==> src/rtl/clk_div_bank.sv <==
// Multi-channel clock-enable / divided-clock generator with runtime glitch-free divisor updates
// and a lock indicator that re-arms on reset or sync_req.
module clk_div_bank #(
    parameter int unsigned NUM_CH      = 4,
    parameter int unsigned DIV_W       = 8,
    parameter logic [NUM_CH*DIV_W-1:0] DIV_INIT = {8'd4, 8'd3, 8'd2, 8'd1},
    parameter int unsigned LOCK_CYCLES = 16
) (
    input  logic              clk,
    input  logic              areset,
    input  logic              sync_req,
    input  logic              cfg_valid,
    input  logic [3:0]        cfg_ch,
    input  logic [DIV_W-1:0]  cfg_div,
    output logic              cfg_ready,
    output logic [NUM_CH-1:0] ce_out,
    output logic [NUM_CH-1:0] clk_out,
    output logic              locked
);

    localparam int unsigned LOCK_W = $clog2(LOCK_CYCLES + 1);

    typedef enum logic [0:0] {StLocking, StRun} state_e;

    state_e              state_q, state_d;
    logic [LOCK_W-1:0]   lock_q, lock_d;
    logic                locked_q, locked_d;
    logic [DIV_W-1:0]    cnt_q [NUM_CH];
    logic [DIV_W-1:0]    cnt_d [NUM_CH];
    logic [DIV_W-1:0]    div_q [NUM_CH];
    logic [DIV_W-1:0]    div_d [NUM_CH];
    logic [DIV_W-1:0]    pval_q [NUM_CH];
    logic [DIV_W-1:0]    pval_d [NUM_CH];
    logic [NUM_CH-1:0]   pend_q, pend_d;
    logic [NUM_CH-1:0]   ce_q, ce_d;
    logic [NUM_CH-1:0]   clk_q, clk_d;

    logic [NUM_CH-1:0]   enabled;
    logic [NUM_CH-1:0]   wrap;
    logic [NUM_CH-1:0]   high;
    logic [NUM_CH-1:0]   hit;
    logic [DIV_W:0]      half [NUM_CH];
    logic                running;

    // Writes to channels beyond NUM_CH see ready=1 and match no channel, so they are dropped.
    always_comb begin
        cfg_ready = 1'b1;
        for (int i = 0; i < NUM_CH; i++) begin
            if (cfg_ch == 4'(i)) begin
                cfg_ready = ~pend_q[i];
            end
        end
    end

    always_comb begin
        for (int i = 0; i < NUM_CH; i++) begin
            enabled[i] = (div_q[i] != '0);
            wrap[i]    = enabled[i] && (cnt_q[i] == div_q[i] - DIV_W'(1));
            half[i]    = ({1'b0, div_q[i]} + 1'b1) >> 1;
            high[i]    = ({1'b0, cnt_q[i]} < half[i]);
            hit[i]     = cfg_valid && cfg_ready && (cfg_ch == 4'(i));
        end
    end

    assign running = (state_q == StRun) && !sync_req;

    always_comb begin
        state_d = state_q;
        lock_d  = lock_q;
        unique case (state_q)
            StLocking: begin
                if (sync_req) begin
                    lock_d = '0;
                end else if (lock_q == LOCK_W'(LOCK_CYCLES - 1)) begin
                    lock_d  = '0;
                    state_d = StRun;
                end else begin
                    lock_d = lock_q + LOCK_W'(1);
                end
            end
            StRun: begin
                if (sync_req) begin
                    lock_d  = '0;
                    state_d = StLocking;
                end
            end
            default: state_d = StLocking;
        endcase
        locked_d = (state_d == StRun);
    end

    always_comb begin
        pend_d = pend_q;
        ce_d   = '0;
        clk_d  = '0;
        for (int i = 0; i < NUM_CH; i++) begin
            div_d[i]  = div_q[i];
            pval_d[i] = pval_q[i];
            cnt_d[i]  = '0;
            if (running) begin
                if (enabled[i]) begin
                    ce_d[i]  = wrap[i];
                    clk_d[i] = high[i];
                    cnt_d[i] = wrap[i] ? '0 : cnt_q[i] + DIV_W'(1);
                end
                if (pend_q[i] && wrap[i]) begin
                    div_d[i]  = pval_q[i];
                    pend_d[i] = 1'b0;
                end
                // A write landing on the wrap edge loads at once; the next period is new anyway.
                if (hit[i]) begin
                    if (!enabled[i] || wrap[i]) begin
                        div_d[i] = cfg_div;
                    end else begin
                        pend_d[i] = 1'b1;
                        pval_d[i] = cfg_div;
                    end
                end
            end else begin
                if (pend_q[i]) begin
                    div_d[i]  = pval_q[i];
                    pend_d[i] = 1'b0;
                end
                if (hit[i]) begin
                    div_d[i] = cfg_div;
                end
            end
        end
    end

    always_ff @(posedge clk or posedge areset) begin
        if (areset) begin
            state_q  <= StLocking;
            lock_q   <= '0;
            locked_q <= 1'b0;
            pend_q   <= '0;
            ce_q     <= '0;
            clk_q    <= '0;
            for (int i = 0; i < NUM_CH; i++) begin
                cnt_q[i]  <= '0;
                div_q[i]  <= DIV_INIT[i*DIV_W +: DIV_W];
                pval_q[i] <= '0;
            end
        end else begin
            state_q  <= state_d;
            lock_q   <= lock_d;
            locked_q <= locked_d;
            pend_q   <= pend_d;
            ce_q     <= ce_d;
            clk_q    <= clk_d;
            for (int i = 0; i < NUM_CH; i++) begin
                cnt_q[i]  <= cnt_d[i];
                div_q[i]  <= div_d[i];
                pval_q[i] <= pval_d[i];
            end
        end
    end

    assign ce_out  = ce_q;
    assign clk_out = clk_q;
    assign locked  = locked_q;

endmodule

==> config.mk <==
export PLATFORM = sky130hd
export DESIGN_NAME = clk_div_bank
export DESIGN_NICKNAME = d
export VERILOG_FILES = /design/src/rtl/clk_div_bank.sv
export SDC_FILE = /design/constraint.sdc
export NUM_CORES = 1
export LEC_CHECK = 0
export CAP_MARGIN = 40
export CORE_ASPECT_RATIO = 1.75
export CORE_MARGIN = 4
export CORE_UTILIZATION = 65
export CTS_CLUSTER_SIZE = 10
export DETAILED_ROUTE_END_ITERATION = 6
export PLACE_DENSITY_LB_ADDON = 0.25
export RECOVER_POWER = 50
export SYNTH_ARGS = -nofsm -noshare
export SYNTH_HDL_FRONTEND = slang
export SYNTH_SLANG_ARGS = --single-unit
==> constraint.sdc <==
create_clock -name clk -period 7.6 [get_ports clk]
set_clock_uncertainty 0.15 [all_clocks]
set_input_delay 0.76 -clock clk [delete_from_list [all_inputs] [get_ports clk]]
set_output_delay 0.76 -clock clk [all_outputs]
set_load 0.005 [all_outputs]
# Word-level counts from Yosys, hierarchy flattened
# Index checks and enable logic that the tools add are counted.
# W data, S select, Z words.
# classes
n_addsub,13
n_mul,0
div_mod_pow,0
n_lt_le_gt_ge,4
n_eq_ne,9
shifts,0
mux,80
n_bitwise,9
n_reduce_logical,36
# ops
cell,count
$mux W8,36
$mux W1,39
$add A8 B1 Y9 const B,4
$add A8 B1 Y8 const B,4
$eq A8 B8 Y1,4
$lt A8 B8 Y1,4
$reduce_bool A8 Y1,4
$sub A8 B1 Y8 const B,4
$mux W5,3
$logic_and A1 B1 Y1,14
$reduce_and A3 Y1,4
$reduce_bool A3 Y1,4
$pmux W5 S2,1
$not A1 Y1,9
$eq A4 B2 Y1 const B,2
$add A5 B1 Y5 const B,1
$eq A5 B4 Y1 const B,1
$logic_not A1 Y1,5
$eq A4 B1 Y1 const B,1
$logic_not A4 Y1,1
$logic_or A1 B1 Y1,4
$ne A2 B2 Y1 const B,1
$pmux W1 S2,1
# totals
reg_bits,114
latchBits,0
mem_bits_rw,0
rom_bits,0
input_bits,16
output_inout_bits,10
wordCells,168
mem_count,0

# Longest topological paths before layout
# Gate-level depths: netlist of run 1.
# depth
word_depth,9
mapped_depth,11
mapped_depth_nobuf,9

# Least setup slack after synthesis of run 1
# No wires, ideal clock.
# synth_path
path_type,reg2reg
from,register div_q[16] in the netlist's numbering
to,register div_q[16] in the netlist's numbering
setup_time_ns,0.139
t_arrival_ns,2.667
t_required_ns,7.311
setup_slack_ns,4.644
path_stages_with_launch,12
path_buffers,2
period_less_slack_ns,2.956
path_cell_list,dfrtp_1 -> inv_1 -> ha_1 -> or3b_1 -> or3_4 -> a2111oi_4 -> and3_4 -> or2_2 -> buf_6 -> and2_1 -> buf_2 -> a222oi_1
# synth_between
elab_chain_len,8
elab_cells_between_ends,11
classes_between,1 x add/sub; 1 x eq/ne; 4 x mux; 5 x reduce/logical
# synth_lines
item,line,source
"start, declared",30,logic [DIV_W-1:0] div_q [NUM_CH];
"start signal, assigned by index",141,div_q[i] <= DIV_INIT[i*DIV_W +: DIV_W];
"start signal, assigned by index",153,div_q[i] <= div_d[i];
$sub A8 B1 Y8,58,wrap[i] = enabled[i] && (cnt_q[i] == div_q[i] - DIV_W'(1));
$eq A8 B8 Y1,58,
$logic_and A1 B1 Y1,58,
$logic_and A1 B1 Y1,106,if (pend_q[i] && wrap[i]) begin
$mux W8,106,
$mux W8,112,if (!enabled[i] || wrap[i]) begin
$mux W8 *,111,if (hit[i]) begin
$mux W8 *,100,if (running) begin
# Every way passes the cells marked *; elsewhere a longest branch is shown, timed or not.
# A chain may end at the register's enable or synchronous reset.

# Final worst setup path of run 1
# layout_path
from,input sync_req
to,register pval_q[15] in the netlist's numbering
# layout_between
elab_chain_len,3
# layout_lines
item,line,source
"start, declared",11,"input logic sync_req,"
$logic_not A1 Y1,65,assign running = (state_q == StRun) && !sync_req;
$logic_and A1 B1 Y1,65,
$reduce_and A3 Y1 (no line),--,
"end signal, assigned by index",154,pval_q[i] <= pval_d[i];
"end, declared",32,logic [DIV_W-1:0] pval_q [NUM_CH];
# Every way passes these cells.

==> impl_metrics.env, run 1 <==
export IMPL_p_per_area_mw_per_mm2=237
export IMPL_critical_path_class="in -> reg"
export IMPL_tightest_slew_ps=1740
export IMPL_antenna_violations_before_repair=0
export IMPL_hold_path_stages=2
export IMPL_totalWireLength_mm=18.7
export IMPL_via_density_per_instance=6.58
export IMPL_reg2regPathDepth=9
export IMPL_max_clock_path_buffers=2
export IMPL_tritoncts_num_buffers=17
export IMPL_timing_max_transition_violations_final=31
export IMPL_synthesis_instances=852
export IMPL_netSwitchingPower_w=0.000597
export IMPL_place_gp_congestion=0.869
export IMPL_min_delay_worst_type="reg -> reg"
export IMPL_htreeDepth=4
export IMPL_detail_route_first_pass_iterations=7
export IMPL_synth_edf_count=0
export IMPL_min_period_ps=3790
export IMPL_count_of_state_elements_after_synthesis=114
export IMPL_critical_path_top_delay_family="buffers and inverters"
export IMPL_hold_start="pval_q[20]"
export IMPL_fillerInstances=806
export IMPL_setup_worst_path_start_class="input port"
export IMPL_overflow=0
export IMPL_fmax_ghz=0.264
export IMPL_syn_num_nets=909
export IMPL_start_util_pct=66.7
export IMPL_area_growth_syn_to_layout_pct=11.4
export IMPL_slew_limit_headroom_pct=-15.7
export IMPL_r2r_start="div_q[25]"
export IMPL_routed_via_count=6550
export IMPL_crit_path_cell_trace="dlygate4sd3_1 > nor2b_2 > clkbuf_1 > nand2_1 > o21bai_2 > buf_4 > or2_2 > mux2_2"
export IMPL_post_synth_top_area_cell="sky130_fd_sc_hd__dfrtp_1"
export IMPL_result_of_the_run="finished with violations"
export IMPL_rsz0062_at_grt="false"
export IMPL_tritoncts="built"
export IMPL_die_width_um=90.4
export IMPL_synth_async_sr_flop_share_pct=100
export IMPL_synth_top_cells_by_count="109 x sky130_fd_sc_hd__dfrtp_1, 88 x sky130_fd_sc_hd__nor2_1, 62 x sky130_fd_sc_hd__nand2_1"
export IMPL_netlist_area_mm2=0.00773
export IMPL_register_area_share_after_synthesis_pct=37.0
export IMPL_timing_critical_path_slowest_stage_cell="sky130_fd_sc_hd__clkbuf_1"
export IMPL_cts_hold_buffers=0
export IMPL_placed_area_mm2=0.00798
export IMPL_cts_post_setup_buffers_inserted=0
export IMPL_drc_errors=13
export IMPL_power_ir_vdd_worst_mv=0.189
export IMPL_io_buffer_count=25
export IMPL_most_common_cell_in_the_synthesized_netlist="sky130_fd_sc_hd__dfrtp_1"
export IMPL_via_count_of_the_first_global_routing_pass=6561
export IMPL_pin_count_of_the_biggest_net_entering_global_routing=58
export IMPL_fin_setup_tns_ps=0
export IMPL_max_cap_viol_count=1
export IMPL_cellLeakagePower_nw=3.83
export IMPL_die_area_mm2=0.0138
export IMPL_power_internal_w=0.00144
export IMPL_layout_drive_gt1_share_pct=10.2
export IMPL_setup_viol=0
export IMPL_synth_flop_cell="sky130_fd_sc_hd__dfrtp_1"
export IMPL_post_cts_resized_instances=0
export IMPL_violations="design-rule violations, max-capacitance violations, max-slew violations"
export IMPL_period_share_pct=49.8
export IMPL_detail_route_iter0_violations=459
export IMPL_endpoint_kind="flop"
export IMPL_rows=52
export IMPL_gr_usage_all_layers_pct=27.7
export IMPL_clk_insertion_delay_late_ps=420
export IMPL_worst_ep_arrival_time_ps=3930
export IMPL_finalInstanceArea_mm2=0.00861
export IMPL_power_switching_fraction_pct=29.3
export IMPL_synthDominantCellAreaShare_pct=35.3
export IMPL_antenna_violating_nets_post_route=0
export IMPL_timing_critical_path_fanout_max=32
export IMPL_grt_first_pass_wirelength_mm=31.3
export IMPL_reg2reg_slack_ps=4120
export IMPL_r2r_end="pval_q[28]"
export IMPL_number_of_distinct_library_cells_after_synthesis=72
export IMPL_final_hold_violation_count=0
export IMPL_power_clock_fraction_pct=42.4
export IMPL_floorplan_io_pins=26
export IMPL_path_buf_inv=3
export IMPL_ys_warn_count=0
export IMPL_routed_len_inst_um=18.8
export IMPL_clk_pin_slew_ps=50
export IMPL_critPathRequiredTime_ps=7750
export IMPL_power_share_sequential_pct=37.6
export IMPL_clkSinkCount=114
export IMPL_whs_endpoint="pval_q[20]"
export IMPL_num_antenna_cells=0
export IMPL_die_h_um=152
export IMPL_post_synth_main_area_contributors="sky130_fd_sc_hd__dfrtp_1 35%, sky130_fd_sc_hd__ha_1 6.6%, sky130_fd_sc_hd__xor2_1 5.3%"
export IMPL_hpwl_mm=13.2
export IMPL_core_area_mm2=0.0116
export IMPL_cts_root_buf="sky130_fd_sc_hd__clkbuf_16"
export IMPL_synth_avg_cell_area_um2=9.07
export IMPL_power_share_combinational_pct=20.0
export IMPL_final_nets=905
export IMPL_critical_path_max_stage_delay_ps=890
layer usage:
layer  wire, µm  vias up  global-route usage, %
met4        704        0                   13.7
li1           -     3039                      -
met2      10100      240                   50.4
met5          0        -                      0
met1       6980     3218                   30.9
met3        906       53                   4.89
kinds of logic after synthesis:
kind of cell               count (synthesis)  share of synthesized area (%)
muxes                                     40                           5.63
DFF                                      114                           37.0
AOI/OAI and AO/OA                        171                           15.9
xor gates and xnor gates                  85                           9.63
buffers and inverters                     91                           4.86
adders and majority gates                 41                           6.64
and+or+nand+nor                          310                           20.4
layout by cell type, fill, tap and decap left out, types with 14 or more instances in the layout:
master and instances:
sky130_fd_sc_hd__dfrtp_1 109, sky130_fd_sc_hd__nor2_1 88, sky130_fd_sc_hd__nand2_1 62, sky130_fd_sc_hd__xor2_1 47
sky130_fd_sc_hd__nand3_1 45, sky130_fd_sc_hd__o21ai_0 44, sky130_fd_sc_hd__ha_1 41, sky130_fd_sc_hd__xnor2_1 38
sky130_fd_sc_hd__inv_1 37, sky130_fd_sc_hd__clkdlybuf4s50_1 23, sky130_fd_sc_hd__mux2i_1 21, sky130_fd_sc_hd__nor3_1 17
sky130_fd_sc_hd__mux2_2 17, sky130_fd_sc_hd__clkbuf_16 17, sky130_fd_sc_hd__o22ai_1 16, sky130_fd_sc_hd__and3_1 15
sky130_fd_sc_hd__a21oi_1 15, sky130_fd_sc_hd__a221oi_1 14
metrics by stage:
step / worst slack [ps] / util [%] / power, W / hold WS (ps) / instances
after floorplan: 3680 / - / 0.00109 / 300 / 852
after global placement: 4070 / 68.7 / 0.00115 / 315 / 963
after detailed placement: 3930 / 68.9 / 0.00118 / 321 / 964
after CTS: 4170 / 74.4 / 0.00204 / 332 / 996
after global routing: 3670 / 74.3 / 0.00214 / 367 / 996
final: 3810 / 74.3 / 0.00204 / 336 / 996
power by group through the flow:
stage	clock network [W]	registers, W	logic, W
2_1_floorplan	0	0.000692	0.000393
3_3_place_gp	0	0.000767	0.000383
3_5_place_dp	0	0.000772	0.000404
4_1_cts	0.000866	0.000763	0.000409
5_1_grt	0.000901	0.000777	0.000458
6_report	0.000865	0.000766	0.000409
worst max-delay path by stage:
stage | from | to | slack [ps] | cells past startpoint
after floorplan | areset | ce_out[0] | 3680 | 1
after detailed placement | cfg_ch[0] | div_q[9] | 3930 | 7
after global placement | cfg_ch[0] | div_q[11] | 4070 | 7
after global routing | sync_req | div_q[19] | 3670 | 7
final | sync_req | pval_q[15] | 3810 | 8
after CTS | div_q[25] | pval_q[28] | 4170 | 9
layout make-up:
class / count / area, µm² / share of cell area, %
sequential: 114 / 2860 / 33.2
timing repair buffer: 30 / 300 / 3.49
clock inverter: 12 / 188 / 2.18
multi-input combinational: 647 / 4500 / 52.3
clock buffer: 20 / 447 / 5.19
inverter: 38 / 144 / 1.67
tap: 135 / 169 / 1.96
sequential cells by signal (all words and copies together) (netlist names):
name / count
cnt_q: 32
div_q: 32
pval_q: 32
lock_q: 5
ce_out: 4
clk_out: 4
pend_q: 4
locked: 1
worst register-to-register path, stage by stage (launching register included):
cell and delay (ps):
sky130_fd_sc_hd__dfrtp_1 480, sky130_fd_sc_hd__inv_1 120, sky130_fd_sc_hd__ha_1 220, sky130_fd_sc_hd__nor3b_1 430, sky130_fd_sc_hd__nand2_1 120, sky130_fd_sc_hd__xnor2_1 220, sky130_fd_sc_hd__a2111o_1 310, sky130_fd_sc_hd__nand2_2 300
sky130_fd_sc_hd__nor3_2 590, sky130_fd_sc_hd__mux2_2 420
Power figures use the tool's default switching activity.
==> inputs of run 2 (changes only) <==
- CORE_UTILIZATION: 65 -> 56
- clock period: 7.6 -> 3.3 ns (I/O delays scaled with it)
==> run 2 against run 1 <==
- the run ends with max-capacitance violations, max-slew violations left
- global-route usage shrank 2.7 points
- combinational power grew 140%
- clock power grew 130%
- final cell count grew 6.3%
- register-to-register slack lost 3900 ps
- count of clock-buffer cells in the layout grew 3
- critical endpoint is now div_q[16]
==> impl_metrics.env, run 2 (same netlist as run 1, synthesis figures left out) <==
export IMPL_result_of_the_run="finished with violations"
export IMPL_violations="max-capacitance violations, max-slew violations"
export IMPL_slew_limit_headroom_pct=-4.80
export IMPL_timing_critical_path_slowest_stage_cell="sky130_fd_sc_hd__dfrtp_2"
export IMPL_power_ir_vdd_worst_mv=0.339
export IMPL_clk_insertion_delay_late_ps=410
export IMPL_final_hold_violation_count=0
export IMPL_die_area_mm2=0.0158
export IMPL_detail_route_iter0_violations=396
export IMPL_fin_setup_tns_ps=0
export IMPL_design_power_total_w=0.00473
export IMPL_reg2regPathDepth=9
export IMPL_via_count_of_the_first_global_routing_pass=6709
export IMPL_critical_path_max_stage_delay_ps=440
export IMPL_tightest_slew_ps=1570
export IMPL_tritoncts="built"
export IMPL_p_per_area_mw_per_mm2=534
export IMPL_detail_route_first_pass_iterations=5
export IMPL_layout_setup_ws_ps=234
export IMPL_r2r_start="div_q[16]"
export IMPL_totalWireLength_mm=19.3
export IMPL_min_delay_worst_type="reg -> reg"
export IMPL_worst_ep_arrival_time_ps=3190
export IMPL_via_density_per_instance=6.16
export IMPL_reg2reg_slack_ps=230
export IMPL_antenna_violating_nets_post_route=0
export IMPL_setup_viol=0
export IMPL_drc_errors=0
export IMPL_clkSinkCount=114
export IMPL_fillerInstances=1091
export IMPL_gr_usage_all_layers_pct=25.0
export IMPL_timing_critical_path_fanout_max=7
export IMPL_clk_pin_slew_ps=60
export IMPL_io_buffer_count=25
export IMPL_antenna_violations_before_repair=0
export IMPL_routed_via_count=6527
export IMPL_sequential_standard_cell_area_mm2=0.00286
export IMPL_critical_path_class="reg -> reg"
export IMPL_multi_input_area_mm2=0.00451
export IMPL_critical_path_top_delay_family="simple AND/OR/NAND/NOR gates"
export IMPL_routed_len_inst_um=18.3
export IMPL_floorplan_io_pins=26
export IMPL_max_clock_path_buffers=2
export IMPL_hold_start="pval_q[21]"
export IMPL_layout_cells_most_common="sky130_fd_sc_hd__dfrtp_1"
export IMPL_fmax_ghz=0.326
export IMPL_tritoncts_num_buffers=17
export IMPL_max_cap_viol_count=1
export IMPL_pin_count_of_the_biggest_net_entering_global_routing=115
export IMPL_die_width_um=96.8
export IMPL_htreeDepth=4
export IMPL_detailedPlace_worstSlack_ps=65.0
export IMPL_grt_first_pass_wirelength_mm=32.5
export IMPL_critPathRequiredTime_ps=3430
export IMPL_whs_endpoint="pval_q[21]"
export IMPL_smallest_hold_slack_ps=331
export IMPL_endpoint_kind="flop"
export IMPL_area_growth_syn_to_layout_pct=14.6
export IMPL_post_place_cells=1021
export IMPL_mostFrequentLayoutCells="108 x sky130_fd_sc_hd__dfrtp_1, 88 x sky130_fd_sc_hd__nor2_1, 62 x sky130_fd_sc_hd__nand2_1"
export IMPL_hold_path_stages=2
export IMPL_layoutNonFillerInstCount=1059
export IMPL_overflow=0
export IMPL_r2r_end="div_q[16]"
export IMPL_cts_root_buf="sky130_fd_sc_hd__clkbuf_16"
export IMPL_period_share_pct=92.9
export IMPL_cts_hold_buffers=0
export IMPL_timing_max_transition_violations_final=115
export IMPL_start_util_pct=57.4
export IMPL_layout_drive_gt1_share_pct=13.2
export IMPL_largestRegisters="cnt_q (32), div_q (32), pval_q (32)"
export IMPL_cellLeakagePower_nw=3.94
export IMPL_core_area_mm2=0.0135
export IMPL_place_gp_congestion=0.855
export IMPL_min_period_ps=3070
export IMPL_num_antenna_cells=0
export IMPL_final_nets=929
export IMPL_die_h_um=163
export IMPL_hpwl_mm=13.5
export IMPL_crit_path_cell_trace="inv_1 > ha_2 > or3b_1 > or3_4 > a2111oi_4 > and3_4 > or2_2 > o21ai_4 > a222oi_1"
export IMPL_rows=56
export IMPL_path_buf_inv=1
export IMPL_setup_worst_path_start_class="flop"
-- run 2: final cells by class --
class,instances,share of cell area (%)
Inverter,38,1.65
Tap cell,174,2.46
Clock buffer,23,5.51
Sequential cell,114,32.3
Clock inverter,9,1.74
Multi-Input combinational cell,647,50.9
Timing Repair Buffer,54,5.42
-- run 2: worst min-delay path: cells and delay by family, from the launching register on --
family	cells	cell delay, ps
flip-flops	1	340
AO/OA/AOI/OAI	1	60
AND/OR/NAND/NOR	1	40
-- run 2: metal layers --
metal | track usage (%) | share of wire (%) | vias up | routed length [µm]
li1 | - | - | 3081 | -
met2 | 46.4 | 55 | 208 | 10600
met3 | 4.53 | 4.4 | 48 | 849
met1 | 27.3 | 37 | 3190 | 7220
met5 | 0 | 0 | - | 0
met4 | 11.8 | 3.6 | 0 | 705
-- run 2: worst max-delay path by stage --
stage                     end  depth (start not counted)  startpoint
floorplan           div_q[16]                         11   div_q[16]
global placement    div_q[17]                          9   div_q[16]
detailed placement  div_q[16]                          9   div_q[16]
CTS                 div_q[16]                          9   div_q[16]
global route        div_q[16]                          9   div_q[16]
finish              div_q[16]                          9   div_q[16]
-- run 2: through the flow --
step                cell area (µm²)  util (%)
finish                         8860      65.8
global route                   8860      65.8
CTS                            8800      65.4
detailed placement             8160      60.6
global placement               8160      60.6
floorplan                      7730         -
-- run 2: power breakdown --
group	total, W	leakage, nW	internal [W]	switching (W)
Sequential	0.00174	1.50	0.00151	0.000232
Combinational	0.000997	2.13	0.000482	0.000515
Clock	0.00199	0.309	0.00134	0.000653
-- run 2: repair_timing --
| item | 4_1_cts | 5_1_grt |
|---|---|---|
| setup buffers | 0 | 6 |
| setup endpoints to repair | 0 | 21 |
| resized for setup | 0 | 4 |
